## src/rtl/twiddle_pkg.sv

```systemverilog
// Shared helpers for the twiddle-factor generator: width calculation and
// elaboration-time generation of the quarter-wave cosine table.
package twiddle_pkg;

    localparam int LOG2N_DEF = 6;
    localparam int FRAC_DEF  = 8;
    localparam int QN        = (1 << LOG2N_DEF) / 4;
    localparam int ONE       = 1 << FRAC_DEF;

    function automatic int clog2(input int v);
        int r;
        r = 0;
        while ((1 << r) < v) r = r + 1;
        return r;
    endfunction

    // trunc(cos(2*pi*m/N) * 2^frac), m in 0..N/4. Past the octant the sine
    // series of the complementary angle is used so both series stay in [0, pi/4].
    function automatic int build_cos_q(input int m, input int log2n, input int frac);
        real pi_2;
        real x;
        real term;
        real acc;
        real scale;
        int  qn_l;
        bit  use_sin;
        qn_l    = 1 << (log2n - 2);
        pi_2    = 1.5707963267948966;
        use_sin = (2 * m > qn_l);
        x       = use_sin ? pi_2 * real'(qn_l - m) / real'(qn_l)
                          : pi_2 * real'(m) / real'(qn_l);
        term    = use_sin ? x : 1.0;
        acc     = term;
        for (int unsigned n = 1; n < 12; n++) begin
            if (use_sin)
                term = -term * x * x / real'((2 * n) * (2 * n + 1));
            else
                term = -term * x * x / real'((2 * n - 1) * (2 * n));
            acc = acc + term;
        end
        scale = 1.0;
        for (int unsigned b = 0; b < int'(frac); b++) scale = scale * 2.0;
        return $rtoi(acc * scale);
    endfunction

endpackage

```

## src/rtl/twiddle_qrom.sv

```systemverilog
// Quarter-wave cosine ROM, (N/4+1) entries, two independent registered read ports.
module twiddle_qrom
    import twiddle_pkg::*;
#(
    parameter  int LOG2N  = 6,
    parameter  int DATA_W = 16,
    parameter  int FRAC   = 8,
    localparam int AW     = LOG2N - 1
) (
    input  logic              clk,
    input  logic              en,
    input  logic [AW-1:0]     addr_a,
    input  logic [AW-1:0]     addr_b,
    output logic [DATA_W-1:0] dout_a,
    output logic [DATA_W-1:0] dout_b
);

    localparam int ENTRIES = (1 << (LOG2N - 2)) + 1;

    logic [DATA_W-1:0] tab [ENTRIES];
    logic [DATA_W-1:0] dout_a_d, dout_a_q;
    logic [DATA_W-1:0] dout_b_d, dout_b_q;

    for (genvar m = 0; m < ENTRIES; m++) begin : g_tab
        localparam int VAL = build_cos_q(m, LOG2N, FRAC);
        assign tab[m] = DATA_W'(VAL);
    end

    always_comb begin
        dout_a_d = dout_a_q;
        dout_b_d = dout_b_q;
        if (en) begin
            dout_a_d = tab[addr_a];
            dout_b_d = tab[addr_b];
        end
    end

    always_ff @(posedge clk) begin
        dout_a_q <= dout_a_d;
        dout_b_q <= dout_b_d;
    end

    assign dout_a = dout_a_q;
    assign dout_b = dout_b_q;

endmodule

```

## src/rtl/twiddle_gen.sv

```systemverilog
// Radix-2 FFT/IFFT twiddle generator: index fold (P1), quarter-wave ROM read (P2),
// sign application (P3), with a single whole-pipeline stall on output back-pressure.
module twiddle_gen
    import twiddle_pkg::*;
#(
    parameter  int LOG2N  = 6,
    parameter  int DATA_W = 16,
    parameter  int FRAC   = 8,
    localparam int STG_W  = clog2(LOG2N)
) (
    input  logic              clk,
    input  logic              rst,
    input  logic              in_valid,
    output logic              in_ready,
    input  logic [STG_W-1:0]  in_stage,
    input  logic [LOG2N-2:0]  in_idx,
    input  logic              in_inv,
    output logic              out_valid,
    input  logic              out_ready,
    output logic [DATA_W-1:0] out_re,
    output logic [DATA_W-1:0] out_im,
    output logic              out_err
);

    localparam int AW = LOG2N - 1;
    localparam int IW = LOG2N - 1;
    localparam int RW = LOG2N - 2;
    localparam logic [STG_W-1:0] LAST_STG = STG_W'(LOG2N - 1);
    localparam logic [AW-1:0]    QN_A     = AW'(1 << RW);

    logic              adv;
    logic              err_c;
    logic [STG_W-1:0]  s_eff;
    logic [STG_W-1:0]  shamt;
    logic [IW-1:0]     mask;
    logic [LOG2N-1:0]  k;
    logic [1:0]        q;
    logic [AW-1:0]     r_ext, r_cmp;

    logic              v1_d, v1_q;
    logic [AW-1:0]     addr_a_d, addr_a_q, addr_b_d, addr_b_q;
    logic              neg_re1_d, neg_re1_q, neg_im1_d, neg_im1_q, err1_d, err1_q;
    logic              v2_d, v2_q;
    logic              neg_re2_d, neg_re2_q, neg_im2_d, neg_im2_q, err2_d, err2_q;
    logic [DATA_W-1:0] rd_a, rd_b;
    logic              out_valid_d, out_valid_q, out_err_d, out_err_q;
    logic [DATA_W-1:0] out_re_d, out_re_q, out_im_d, out_im_q;

    assign adv = ~out_valid_q | out_ready;

    always_comb begin
        err_c = (in_stage > LAST_STG);
        s_eff = err_c ? LAST_STG : in_stage;
        shamt = LAST_STG - s_eff;
        mask  = IW'((1 << s_eff) - 1);
        k     = {1'b0, in_idx & mask} << shamt;
        q     = k[LOG2N-1 -: 2];
        r_ext = {1'b0, k[RW-1:0]};
        r_cmp = QN_A - r_ext;
    end

    // Odd quadrants swap the cos/sin table addresses; sign flags fold in the
    // quadrant and the forward/inverse choice so P3 is a pure conditional negate.
    always_comb begin
        v1_d      = adv ? in_valid : v1_q;
        addr_a_d  = addr_a_q;
        addr_b_d  = addr_b_q;
        neg_re1_d = neg_re1_q;
        neg_im1_d = neg_im1_q;
        err1_d    = err1_q;
        if (adv && in_valid) begin
            addr_a_d  = q[0] ? r_cmp : r_ext;
            addr_b_d  = q[0] ? r_ext : r_cmp;
            neg_re1_d = q[1] ^ q[0];
            neg_im1_d = q[1] ^ ~in_inv;
            err1_d    = err_c;
        end
    end

    always_comb begin
        v2_d      = adv ? v1_q : v2_q;
        neg_re2_d = neg_re2_q;
        neg_im2_d = neg_im2_q;
        err2_d    = err2_q;
        if (adv && v1_q) begin
            neg_re2_d = neg_re1_q;
            neg_im2_d = neg_im1_q;
            err2_d    = err1_q;
        end
    end

    twiddle_qrom #(.LOG2N(LOG2N), .DATA_W(DATA_W), .FRAC(FRAC)) u_qrom (
        .clk    (clk),
        .en     (adv & v1_q),
        .addr_a (addr_a_q),
        .addr_b (addr_b_q),
        .dout_a (rd_a),
        .dout_b (rd_b)
    );

    always_comb begin
        out_valid_d = adv ? v2_q : out_valid_q;
        out_re_d    = out_re_q;
        out_im_d    = out_im_q;
        out_err_d   = out_err_q;
        if (adv && v2_q) begin
            out_re_d  = neg_re2_q ? -rd_a : rd_a;
            out_im_d  = neg_im2_q ? -rd_b : rd_b;
            out_err_d = err2_q;
        end
    end

    always_ff @(posedge clk) begin
        if (rst) begin
            v1_q        <= 1'b0;
            v2_q        <= 1'b0;
            out_valid_q <= 1'b0;
            out_re_q    <= '0;
            out_im_q    <= '0;
            out_err_q   <= 1'b0;
        end else begin
            v1_q        <= v1_d;
            v2_q        <= v2_d;
            out_valid_q <= out_valid_d;
            out_re_q    <= out_re_d;
            out_im_q    <= out_im_d;
            out_err_q   <= out_err_d;
        end
    end

    always_ff @(posedge clk) begin
        addr_a_q  <= addr_a_d;
        addr_b_q  <= addr_b_d;
        neg_re1_q <= neg_re1_d;
        neg_im1_q <= neg_im1_d;
        err1_q    <= err1_d;
        neg_re2_q <= neg_re2_d;
        neg_im2_q <= neg_im2_d;
        err2_q    <= err2_d;
    end

    assign in_ready  = adv;
    assign out_valid = out_valid_q;
    assign out_re    = out_re_q;
    assign out_im    = out_im_q;
    assign out_err   = out_err_q;

endmodule
```

## config.mk

```make
export PLATFORM = sky130hd
export DESIGN_NAME = twiddle_gen
export DESIGN_NICKNAME = d
export VERILOG_FILES = /design/src/rtl/twiddle_pkg.sv /design/src/rtl/twiddle_qrom.sv /design/src/rtl/twiddle_gen.sv
export SDC_FILE = /design/constraint.sdc
export NUM_CORES = 1
export LEC_CHECK = 0
export BUFFER_PORTS_ARGS = -buffer_cell sky130_fd_sc_hd__buf_2
export CAP_MARGIN = 20
export CELL_PAD_IN_SITES_DETAIL_PLACEMENT = 2
export CELL_PAD_IN_SITES_GLOBAL_PLACEMENT = 2
export CORE_MARGIN = 4
export CORE_UTILIZATION = 37
export CTS_CLUSTER_DIAMETER = 50
export DETAILED_ROUTE_END_ITERATION = 8
export PLACE_DENSITY = 0.92
export SETUP_SLACK_MARGIN = 0.3
export SLEW_MARGIN = 0
export SYNTH_ARGS = -nofsm -noshare
export SYNTH_HDL_FRONTEND = slang
export SYNTH_HIERARCHICAL = 1
export SYNTH_SLANG_ARGS = --single-unit
```

## constraint.sdc

```tcl
create_clock -name clk -period 3.59 [get_ports clk]
set_clock_uncertainty 0.1 [all_clocks]
set_input_delay 0.718 -clock clk [delete_from_list [all_inputs] [get_ports clk]]
set_output_delay 0.718 -clock clk [all_outputs]
set_load 0.1 [all_outputs]
```

==> reports/qor.txt, run 1 <==
Root Driver = clkbuf_8
worst hold slack = 336 ps
Rel. slew slack = 35.9%
layout cells sized above 1 = 16.5%
# IOs = 48
initial DRC count = 186
Worst Path Buf+Inv = 1
met1 wire length = 4960 um
Buffers on Ports = 47
met3 WL = 427 um
top-area cell type share of the netlist area = 24.7%
period utilization = 79.7%
clock latency on the worst-skew pair = 350 ps
GRT Total Usage = 19.4%
Post-Route WL = 11900 um
GRT Residual Overflow = 0
DIE WIDTH = 112 um
final setup TNS = 0 ps
worst slew pin tran = 961 ps
PD cells = 451 nW/um^2
WP data required = 3590 ps
Initial DRT Pass Iterations = 4
Min-Delay Path Class = reg2reg
hold-fix buffers at CTS = 0
vias per inst = 5.50
die height = 112 um
synth unique cells = 53
asr flop ratio synth = 0%
top sig layer = met4
Resized Gates After CTS = 0
Final ANT Viol Nets = 0
Clock transition at path regs = 70 ps
sequential area share after synthesis = 42.7%
cell taking the most area after synthesis = edfxtp_1
WL per Instance = 20.1 um
critical path cell sequence = buf_2 > nor2_1 > nand2_1 > ha_1 > or3b_2 > a211oi_1 > nor3_1 > nand2b_1 > xnor2_1
synthesized area per cell = 9.68 um^2
crit start category = primary input
Max Transition Viols Final = 0
Sink Count = 69
row count = 37
worst ir drop on vdd = 189 uV
die area = 12600 um^2
Met2 Wirelength = 6210 um
CTS tree = built
Max Freq = 350 MHz
RD Place Congestion = 0.813
Initial Util = 38.5%
Layout Nets = 481
status = completed
largest net degree at the start of global routing = 38
Yosys warnings = 6
worst setup path category = in2reg
Top delay family on crit path = simple AND/OR/NAND/NOR gates
Synth Register Bits = 69
TritonCTS Buffers = 9
leakage power = 1.74 nW
synthesis-to-finish area growth = 10.4%
htree depth = 3
Final setup viols = 0
Fin. Hold Viols = 0
Post-Synthesis Cells = 414
area of the core = 10400 um^2
via count = 3252
Residual DRC = 0
maxcap violations = 0
worst-path fanout max = 13
top_reg_cell synth = dfxtp_1
# Post-CTS Setup Buffers = 0
Arr. time, crit path = 2860 ps
first-pass GRT wire length = 19500 um
vias in the first global route = 3558
antenna violations before repair = 0
Clock Tree Buf Depth = 2
number of synthesized flops with an enable pin = 33
Final min period = 2860 ps
Critical-path top delay cell = or3b_2
RSZ-0062 raised after global routing = no
post-synthesis instance area = 4010 um^2
max incr delay on CP = 450 ps
Area contributors post-synth = edfxtp_1, dfxtp_1, a211oi_1
dpl hpwl = 8050 um
Critical Path End Type = flop
antenna cells = 0
sequential cells by signal, indices dropped and copies added, names as in the netlist:
register / cells
neg_re1_q: 1
out_re: 16
out_err: 1
u_qrom/dout_a: 9
out_valid: 1
neg_re2_q: 1
out_im: 16
err2_q: 1
v2_q: 1
err1_q: 1
addr_a_q: 5
u_qrom/dout_b: 9
v1_q: 1
neg_im1_q: 1
addr_b_q: 4
neg_im2_q: 1
cell usage in the layout (no fill, tap or decap), types with 10 or more instances in the layout:
cell	instances
nor2b_1	10
buf_2	47
xor2_1	26
inv_1	15
conb_1	14
nor2_1	50
dfxtp_1	36
a211oi_1	33
a21oi_1	14
nand2b_1	13
ha_1	18
nand2_1	21
edfxtp_1	33
path summary, 6_finish.rpt:
| path | cells past startpoint | from | slack (ps) | to |
|---|---|---|---|---|
| hold / removal | 0 | err1_q$_DFFE_PP_ | 340 | err2_q$_DFFE_PP_ |
| setup / recovery | 9 | in_stage[0] | 730 | addr_a_q[3]$_DFFE_PP_ |
| setup reg to reg | 5 | u_qrom/dout_b[2]$_SDFFCE_PP0P_ | 1020 | out_im[13]$_SDFFE_PP0P_ |
| hold reg to reg | 0 | err1_q$_DFFE_PP_ | 340 | err2_q$_DFFE_PP_ |
synth_stat cells, types with 4 or more instances:
library cell	instances
clkbuf_1	12
a211oi_1	33
o21ai_0	9
xor2_1	26
buf_4	15
o22ai_1	5
o41ai_1	4
edfxtp_1	33
mux2i_1	6
buf_1	6
nand3_1	7
xnor2_1	6
inv_1	15
nand2b_1	13
nand2_1	21
or4_1	5
nor3b_1	4
o31ai_1	9
dfxtp_1	36
a21oi_1	14
nor2_1	50
nor3_1	4
nor2b_1	10
ha_1	18
buf_2	4
per-layer routing:
metal  vias to the layer above  track usage [%]
met4                         0             6.25
met1                      1612             22.5
met2                        86             36.2
met3                        22             3.56
met5                         -                0
li1                       1532                -
cell families (layout without fill, tap and decap cells):
logic type	count (synthesis)	count (layout)	synth area share, %
and+or+nand+nor	138	138	17.9
DFF	69	69	42.7
xor gates and xnor gates	32	32	6.99
AOI/OAI and AO/OA	91	91	16.0
other	1	14	0.0936
adders and majority gates	18	18	5.62
muxes	12	12	4.03
buffers and inverters	53	81	6.68
power breakdown:
part / switching, mW / total (mW) / internal [mW]
clock: 0.296 / 0.542 / 0.246
sequential: 0.0794 / 0.973 / 0.894
combinational: 0.336 / 0.480 / 0.144
total: 0.711 / 2.00 / 1.28
per-stage QoR:
stage          setup WS (ps)  area [um^2]  power, mW  std cells  util, %
6_report                 729         4430       2.00        591     42.5
5_1_grt                  573         4430       2.09        591     42.5
4_1_cts                  725         4430       2.01        591     42.5
3_5_place_dp             332         4270       1.46        575     41.0
3_3_place_gp             463         4270       1.42        575     41.0
2_1_floorplan            549         4060       1.36        427        -
layout make-up:
cell class                      instances  area (um^2)
Timing Repair Buffer                   50          258
Tap cell                              136          170
Clock buffer                           13          139
Sequential cell                        69         1710
Clock inverter                          3         12.5
Multi-Input combinational cell        305         2080
Inverter                               15         56.3
Fill cell                            1109         5990
No activity file was read; power rests on OpenSTA's default activity.
==> run 2: changes to the inputs <==
--- a/config.mk
+++ b/config.mk
@@ -5,15 +5,16 @@
 export SDC_FILE = /design/constraint.sdc
 export NUM_CORES = 1
 export LEC_CHECK = 0
+export ABC_AREA = 1
 export BUFFER_PORTS_ARGS = -buffer_cell sky130_fd_sc_hd__buf_2
 export CAP_MARGIN = 20
 export CELL_PAD_IN_SITES_DETAIL_PLACEMENT = 2
 export CELL_PAD_IN_SITES_GLOBAL_PLACEMENT = 2
 export CORE_MARGIN = 4
-export CORE_UTILIZATION = 37
+export CORE_UTILIZATION = 31
 export CTS_CLUSTER_DIAMETER = 50
 export DETAILED_ROUTE_END_ITERATION = 8
-export PLACE_DENSITY = 0.92
+export PLACE_DENSITY = 0.88
 export SETUP_SLACK_MARGIN = 0.3
 export SLEW_MARGIN = 0
 export SYNTH_ARGS = -nofsm -noshare
==> constraint.sdc (replaced) <==
create_clock -name clk -period 2.4 [get_ports clk]
set_clock_uncertainty 0.1 [all_clocks]
set_input_delay 0.48 -clock clk [delete_from_list [all_inputs] [get_ports clk]]
set_output_delay 0.48 -clock clk [all_outputs]
set_load 0.1 [all_outputs]
==> run 2 against run 1 <==
Flip-flop and latch count is the same. Die area grew 22%. Utilization shrank 4.5 points. First-iteration DRC count shrank 30%. Cell count grew 29%. Critical path type unchanged. Non-clock buffer count grew 5.
==> reports/qor.txt, run 2 <==
top_reg_cell synth = dfxtp_1 (unchanged)
CTS tree = built (unchanged)
WP data required = 2380 ps (was 3590 ps)
TritonCTS Buffers = 9 (unchanged)
Yosys warnings = 6 (unchanged)
Layout Nets = 616 (was 481)
Util after Layout = 38.0% (was 42.5%)
Fill cells = 1484 (was 1109)
DIE WIDTH = 124 um (was 112 um)
Post-Layout Cell Count = 762 (was 591)
Critical-path top delay cell = ha_4 (was or3b_2)
Worst Path Buf+Inv = 4 (was 1)
PD cells = 716 nW/um^2 (was 451 nW/um^2)
final setup margin = 401 ps (was 729 ps)
clock latency on the worst-skew pair = 330 ps (was 350 ps)
# IOs = 48 (unchanged)
dpl hpwl = 9420 um (was 8050 um)
top-area cell type share of the netlist area = 23.9% (was 24.7%)
first-pass GRT wire length = 20200 um (was 19500 um)
Net Sw Power = 1.17 mW (was 0.711 mW)
Final setup viols = 0 (unchanged)
commonest non-fill, non-tap cell in the layout = nand2_1 (was nor2_1)
worst slew pin tran = 523 ps (was 961 ps)
internal power = 2.33 mW (was 1.28 mW)
Initial Util = 32.2% (was 38.5%)
synthesis-to-finish area growth = 17.9% (was 10.4%)
cell taking the most area after synthesis = edfxtp_1 (unchanged)
die height = 124 um (was 112 um)
vias in the first global route = 4115 (was 3558)
Post-Synthesis Cells = 537 (was 414)
Tot Pwr = 3.50 mW (was 2.00 mW)
Sink Count = 69 (unchanged)
Max Freq = 500 MHz
sw frac = 33.3% (was 35.6%)
worst-path fanout max = 5 (was 13)
hold-fix buffers at CTS = 0 (unchanged)
critical path cell sequence = clkbuf_4 > inv_4 > nand3_1 > ha_4 > nor2_2 > inv_1 > nand2_2 > nand3_4 > ha_4 > inv_1 > nand2_1 > nand3_1 > o21ai_1 (was buf_2 > nor2_1 > nand2_1 > ha_1 > or3b_2 > a211oi_1 > nor3_1 > nand2b_1 > xnor2_1)
commonest cells after routing, fill and taps aside = nand2_1, inv_1, buf_2, nand3_1, nor2_1 (was nor2_1, buf_2, dfxtp_1, a211oi_1, edfxtp_1)
Root Driver = clkbuf_16 (was clkbuf_8)
largest net degree at the start of global routing = 33 (was 38)
antenna violations before repair = 0 (unchanged)
status = completed (unchanged)
most common cell in the netlist = nand2_1 (was nor2_1)
RSZ-0062 raised after global routing = no (unchanged)
placement-stage worst setup slack = -79.4 ps (was 332 ps)
GRT Total Usage = 16.6% (was 19.4%)
Gate power share = 23.1% (was 24.1%)
crit start category = primary input (unchanged)
Synth Register Bits = 69 (unchanged)
die area = 15300 um^2 (was 12600 um^2)
area of the core = 12900 um^2 (was 10400 um^2)
sequential power share = 40.8% (was 48.8%)
initial DRC count = 130 (was 186)
worst setup path category = in2reg (unchanged)
Critical Path End Type = flop (unchanged)
Area contributors post-synth = edfxtp_1, dfxtp_1, nand2_1 (was edfxtp_1, dfxtp_1, a211oi_1)
Worst R2R Setup Slack = 520 ps (was 1020 ps)
Min-Delay Path Class = reg2reg (unchanged)
WL per Instance = 16.0 um (was 20.1 um)
Clock Tree Buf Depth = 2 (unchanged)
leakage power = 2.23 nW (was 1.74 nW)
Final ANT Viol Nets = 0 (unchanged)
antenna cells = 0 (unchanged)
post-synthesis instance area = 4150 um^2 (was 4010 um^2)
RD Place Congestion = 0.867 (was 0.813)
synth unique cells = 39 (was 53)
Arr. time, crit path = 1980 ps (was 2860 ps)
Residual DRC = 0 (unchanged)
Buffers on Ports = 47 (unchanged)
max incr delay on CP = 250 ps (was 450 ps)
Max Transition Viols Final = 0 (unchanged)
Clock transition at path regs = 60 ps (was 70 ps)
asr flop ratio synth = 0% (unchanged)
Post-Route WL = 12200 um (was 11900 um)
clock share of power = 36.1% (was 27.2%)
number of synthesized flops with an enable pin = 33 (unchanged)
htree depth = 3 (unchanged)
top cells by count, synth = nand2_1, inv_1, nor2_1 (was nor2_1, dfxtp_1, a211oi_1, edfxtp_1, xor2_1)
vias per inst = 4.90 (was 5.50)
synthesized area per cell = 7.72 um^2 (was 9.68 um^2)
row count = 41 (was 37)
sequential area share after synthesis = 41.3% (was 42.7%)
period utilization = 83.3%
Initial DRT Pass Iterations = 4 (unchanged)
Fin. Hold Viols = 0 (unchanged)
Final min period = 2000 ps
placed insts = 744 (was 575)
GRT Residual Overflow = 0 (unchanged)
layout cells sized above 1 = 18.6% (was 16.5%)
worst ir drop on vdd = 313 uV (was 189 uV)
via count = 3731 (was 3252)
maxcap violations = 0 (unchanged)
Rel. slew slack = 65.4% (was 35.9%)
Top delay family on crit path = simple AND/OR/NAND/NOR gates (unchanged)
==> run 2: changes by cell type after synthesis, sizes merged, moves of 13 or more <==
cell | before | now
a211oi | 33 | 0
nand2 | 21 | 114
nand2b | 13 | 0
a21oi | 14 | 44
o21ai | 9 | 41
inv | 15 | 66
nand3 | 7 | 47
==> run 2: routing by layer <==
layer / track usage (%) / up-vias / routed length, um / part of all wire (%)
li1: - / 1833 / - / -
met1: 18.8 / 1826 / 5180 / 42
met2: 31.7 / 57 / 6520 / 53
met3: 2.41 / 15 / 324 / 2.7
met4: 5.47 / 0 / 179 / 1.5
met5: 0 / - / 0 / 0
==> run 2: final cells by class <==
class / instances / area [um^2] / area share (%)
timing repair buffer: 55 / 310 / 6.34
clock buffer: 9 / 225 / 4.60
inverter: 66 / 264 / 5.40
tap: 172 / 215 / 4.40
multi-input combinational: 384 / 2110 / 43.0
clock inverter: 7 / 56.3 / 1.15
sequential: 69 / 1720 / 35.1
==> run 2: stage by stage <==
stage | hold slack (ps) | setup TNS, ps | instance area [um^2]
detailed placement | 323 | -206 | 4550
CTS | 332 | 0 | 4830
finish | 337 | 0 | 4890
global placement | 304 | 0 | 4550
global route | 347 | 0 | 4890
floorplan | 300 | 0 | 4220
==> run 2: kinds of logic after synthesis <==
logic type | count (synthesis) | synth area share, %
buffers and inverters | 97 | 10.6
adder cells (fa/ha/maj) | 18 | 5.43
other | 1 | 0.0904
XOR/XNOR | 22 | 4.65
AO/OA/AOI/OAI | 97 | 12.8
AND/OR/NAND/NOR | 233 | 25.1
flip-flops | 69 | 41.3
==> run 2: timing repair <==
action / CTS / global route
endpoints found under the hold margin: 0 / 0
pin swaps: 0 / 4
setup buffers: 0 / 2
setup endpoints to repair: 2 / 7
resized for setup: 1 / 8
==> run 2: final timing paths <==
kind	from	to	cells past startpoint
worst min register to register	err1_q$_DFFE_PP_	err2_q$_DFFE_PP_	0
worst max register to register	u_qrom/dout_b[2]$_SDFFCE_PP0P_	out_im[9]$_SDFFE_PP0P_	8
worst max-delay path	in_stage[1]	addr_a_q[2]$_DFFE_PP_	13
worst min-delay path	err1_q$_DFFE_PP_	err2_q$_DFFE_PP_	0
==> run 2: power by group through the flow <==
stage | clock [mW] | sequential, mW | combinational, mW
after floorplan | 0 | 1.64 | 0.428
after global placement | 0 | 1.44 | 0.747
after detailed placement | 0 | 1.45 | 0.787
after CTS | 1.29 | 1.43 | 0.798
after global routing | 1.34 | 1.44 | 0.894
final | 1.26 | 1.43 | 0.809
==> run 2: worst register-to-register path, delay by kind of cell (launching register included) <==
kind,cells,cell delay (ps)
AO/OA/AOI/OAI,3,450
flip-flops,1,430
AND/OR/NAND/NOR,4,770
buffers and inverters,1,40
==> run 3: changes to the inputs <==
==> constraint.sdc (replaced) <==
create_clock -name clk -period 1.8 [get_ports clk]
set_clock_uncertainty 0.1 [all_clocks]
set_input_delay 0.36 -clock clk [delete_from_list [all_inputs] [get_ports clk]]
set_output_delay 0.36 -clock clk [all_outputs]
set_load 0.1 [all_outputs]
==> run 3 against run 2 <==
The flow now stops in 5_1_grt. Synthesized area stayed put. Synthesized cell count stayed put.
==> reports/qor.txt, run 3 <==
post-synthesis instance area = 4150 um^2 (unchanged)
Buffers on Ports = 47 (unchanged)
status = stopped before the end (was completed)
cell taking the most area after synthesis = edfxtp_1 (unchanged)
asr flop ratio synth = 0% (unchanged)
# IOs = 48 (unchanged)
Yosys warnings = 6 (unchanged)
most common cell in the netlist = nand2_1 (unchanged)
Clock Tree Buf Depth = 2 (unchanged)
failing step = 5_1_grt
worst endpoint after global-route timing repair = out_re[9]$_SDFFE_PP0P_/D
placement-stage worst setup slack = -481 ps (was -79.4 ps)
Worst EP Category = register data pin
htree depth = 3 (unchanged)
synthesized area per cell = 7.72 um^2 (unchanged)
Post-Synthesis Cells = 537 (unchanged)
Run Error = [ERROR DPL-0033] detailed placement checks failed during check placement.
placed insts = 769 (was 744)
number of synthesized flops with an enable pin = 33 (unchanged)
antenna violations before repair = 1
top cells by count, synth = nand2_1, inv_1, nor2_1 (unchanged)
TritonCTS Buffers = 9 (unchanged)
Initial Util = 32.2% (unchanged)
Area contributors post-synth = edfxtp_1, dfxtp_1, nand2_1 (unchanged)
top-area cell type share of the netlist area = 23.9% (unchanged)
row count = 41 (unchanged)
DIE WIDTH = 124 um (unchanged)
top_reg_cell synth = dfxtp_1 (unchanged)
Sink Count = 69 (unchanged)
sequential area share after synthesis = 41.3% (unchanged)
synth unique cells = 39 (unchanged)
hold-fix buffers at CTS = 0 (unchanged)
dpl hpwl = 10600 um (was 9420 um)
Synth Register Bits = 69 (unchanged)
largest net degree at the start of global routing = 18
Root Driver = clkbuf_16 (unchanged)
die height = 124 um (unchanged)
RD Place Congestion = 0.846 (was 0.867)
-- run 3: kinds of logic after synthesis --
logic type | count (synthesis) | synth area share [%]
compound gates | 97 | 12.8
xor+xnor | 22 | 4.65
fa+ha+maj | 18 | 5.43
buf+inv | 97 | 10.6
flops | 69 | 41.3
other cells | 1 | 0.0904
simple gates | 233 | 25.1
-- run 3: timing repair --
action | CTS
setup endpoints to repair | 112
buffers inserted | 62
resized for setup | 206
gates cloned | 6
pin swaps | 60
-- run 3: per-stage QoR --
step | instance area (um^2) | TNS [ps]
after floorplan | 4340 | -10620
after global placement | 4830 | -2350
after detailed placement | 4830 | -4080
after CTS | 6490 | 0
==> run 4: changes to the inputs <==
--- a/config.mk
+++ b/config.mk
@@ -8,14 +8,10 @@
 export ABC_AREA = 1
 export BUFFER_PORTS_ARGS = -buffer_cell sky130_fd_sc_hd__buf_2
 export CAP_MARGIN = 20
-export CELL_PAD_IN_SITES_DETAIL_PLACEMENT = 2
-export CELL_PAD_IN_SITES_GLOBAL_PLACEMENT = 2
 export CORE_MARGIN = 4
-export CORE_UTILIZATION = 31
-export CTS_CLUSTER_DIAMETER = 50
+export CORE_UTILIZATION = 36
 export DETAILED_ROUTE_END_ITERATION = 8
-export PLACE_DENSITY = 0.88
-export SETUP_SLACK_MARGIN = 0.3
+export PLACE_DENSITY_LB_ADDON = 0.15
 export SLEW_MARGIN = 0
 export SYNTH_ARGS = -nofsm -noshare
 export SYNTH_HDL_FRONTEND = slang
==> constraint.sdc (replaced) <==
create_clock -name clk -period 2.3 [get_ports clk]
set_clock_uncertainty 0.1 [all_clocks]
set_input_delay 0.46 -clock clk [delete_from_list [all_inputs] [get_ports clk]]
set_output_delay 0.46 -clock clk [all_outputs]
set_load 0.1 [all_outputs]
==> run 4 against run 3 <==
The run now ends clean.
==> reports/qor.txt, run 4 (synthesis results as in run 2) <==
via count = 3422
vias in the first global route = 3319
Max Freq = 456 MHz
Clock Tree Buf Depth = 2 (unchanged)
vias per inst = 4.67
GRT Total Usage = 13.8%
hold-fix buffers at CTS = 0 (unchanged)
Initial Util = 37.4% (was 32.2%)
Hold Path Cell Cnt = 2
Util after Layout = 43.9%
worst-path fanout max = 4
Fin. Hold Viols = 0
Residual DRC = 0
initial DRC count = 229
antenna violations before repair = 0
# IOs = 48 (unchanged)
Final setup viols = 0
htree depth = 3 (unchanged)
CTS tree = built
dpl hpwl = 6600 um (was 10600 um)
antenna cells = 0
Rel. slew slack = 52.9%
die height = 115 um (was 124 um)
hold endpoint = out_valid$_SDFFE_PP0N_
status = completed (was stopped before the end)
die area = 13300 um^2
worst setup path category = reg2out
reg2reg path depth = 10
final setup TNS = 0 ps
Root Driver = clkbuf_16 (unchanged)
Critical-path top delay cell = nor2_1
Sink Count = 69 (unchanged)
synthesis-to-finish area growth = 17.3%
worst ir drop on vdd = 444 uV
clock latency on the worst-skew pair = 330 ps
area of the core = 11100 um^2
WL per Instance = 11.6 um
crit start category = flop
critical path cell sequence = inv_1 > nor2_1 > clkinvlp_4 > buf_2
# Post-CTS Setup Buffers = 0 (was 62)
max incr delay on CP = 380 ps
Worst R2R Setup Slack = 500 ps
Layout Nets = 619
commonest cells after routing, fill and taps aside = nand2_1, inv_1, buf_2, nor2_1, nand3_1
Hold Crit Start = rst
Arr. time, crit path = 1630 ps
TritonCTS Buffers = 9 (unchanged)
worst hold slack = 315 ps
GRT Residual Overflow = 0
placed insts = 717 (was 769)
commonest non-fill, non-tap cell in the layout = nand2_1
first-pass GRT wire length = 14900 um
DIE WIDTH = 115 um (was 124 um)
largest net degree at the start of global routing = 36
r2r startpoint = u_qrom/dout_a[0]$_SDFFCE_PP0P_
Post-Route WL = 8510 um
worst slew pin tran = 704 ps
PD cells = 770 nW/um^2
Final ANT Viol Nets = 0
leakage power = 2.28 nW
Resized Gates After CTS = 0 (was 206)
Final min period = 2190 ps
WP data required = 1740 ps
Fill cells = 1144
Max Transition Viols Final = 0
Critical Path End Type = output pin
RSZ-0062 raised after global routing = no
Post-Layout Cell Count = 733
maxcap violations = 0
RR Endpoint = out_re[14]$_SDFFE_PP0P_
Initial DRT Pass Iterations = 4
Buffers on Ports = 47 (unchanged)
row count = 38 (was 41)
RD Place Congestion = 0.842 (was 0.846)
Min-Delay Path Class = in2reg
layout cells sized above 1 = 17.9%
Clock transition at path regs = 50 ps
period utilization = 95.4%
[run 4: worst max path at each step]
stage | cells past startpoint | start | slack, ps | to
final | 4 | out_valid$_SDFFE_PP0N_ | 110 | in_ready
after floorplan | 5 | out_valid$_SDFFE_PP0N_ | 10 | err2_q$_DFFE_PP_
after global routing | 4 | out_valid$_SDFFE_PP0N_ | 20 | in_ready
after CTS | 4 | out_valid$_SDFFE_PP0N_ | 110 | in_ready
after detailed placement | 13 | in_stage[1] | -70 | addr_b_q[2]$_DFFE_PP_
after global placement | 13 | in_stage[1] | 4 | addr_a_q[2]$_DFFE_PP_
[run 4: layout make-up]
type | count | area (um^2) | area share [%]
clock buffers | 10 | 239 | 4.91
clock inverters | 6 | 86.3 | 1.78
inverters | 66 | 254 | 5.22
multi-input cells | 384 | 2050 | 42.2
flip-flops and latches | 69 | 1720 | 35.3
well taps | 140 | 175 | 3.60
repair buffers | 58 | 343 | 7.05
[run 4: layer usage]
metal / vias up / share of wire, % / track usage, %
met1: 1512 / 50 / 18.1
met2: 57 / 44 / 22.1
met4: 0 / 1.7 / 5.63
met5: - / 0 / 0
met3: 10 / 4.4 / 2.84
li1: 1843 / - / -
[run 4: report_power, final]
group          internal (mW)  switching, mW
clock network          0.975          0.502
logic                  0.212          0.578
registers               1.40         0.0795
[run 4: metrics by stage]
stage                     power (mW)  area (um^2)  setup WS [ps]
after floorplan                 2.15         4200           11.2
after global placement          2.28         4540           4.02
after detailed placement        2.29         4540          -71.6
after CTS                       3.79         4860            108
after global routing            3.95         4860           24.4
final                           3.74         4860            107
[run 4: critical path: cells and delay by family, from the launching register on]
| family | cells | cell delay (ps) |
|---|---|---|
| buffers and inverters | 3 | 600 |
| flip-flops | 1 | 330 |
| AND/OR/NAND/NOR | 1 | 380 |
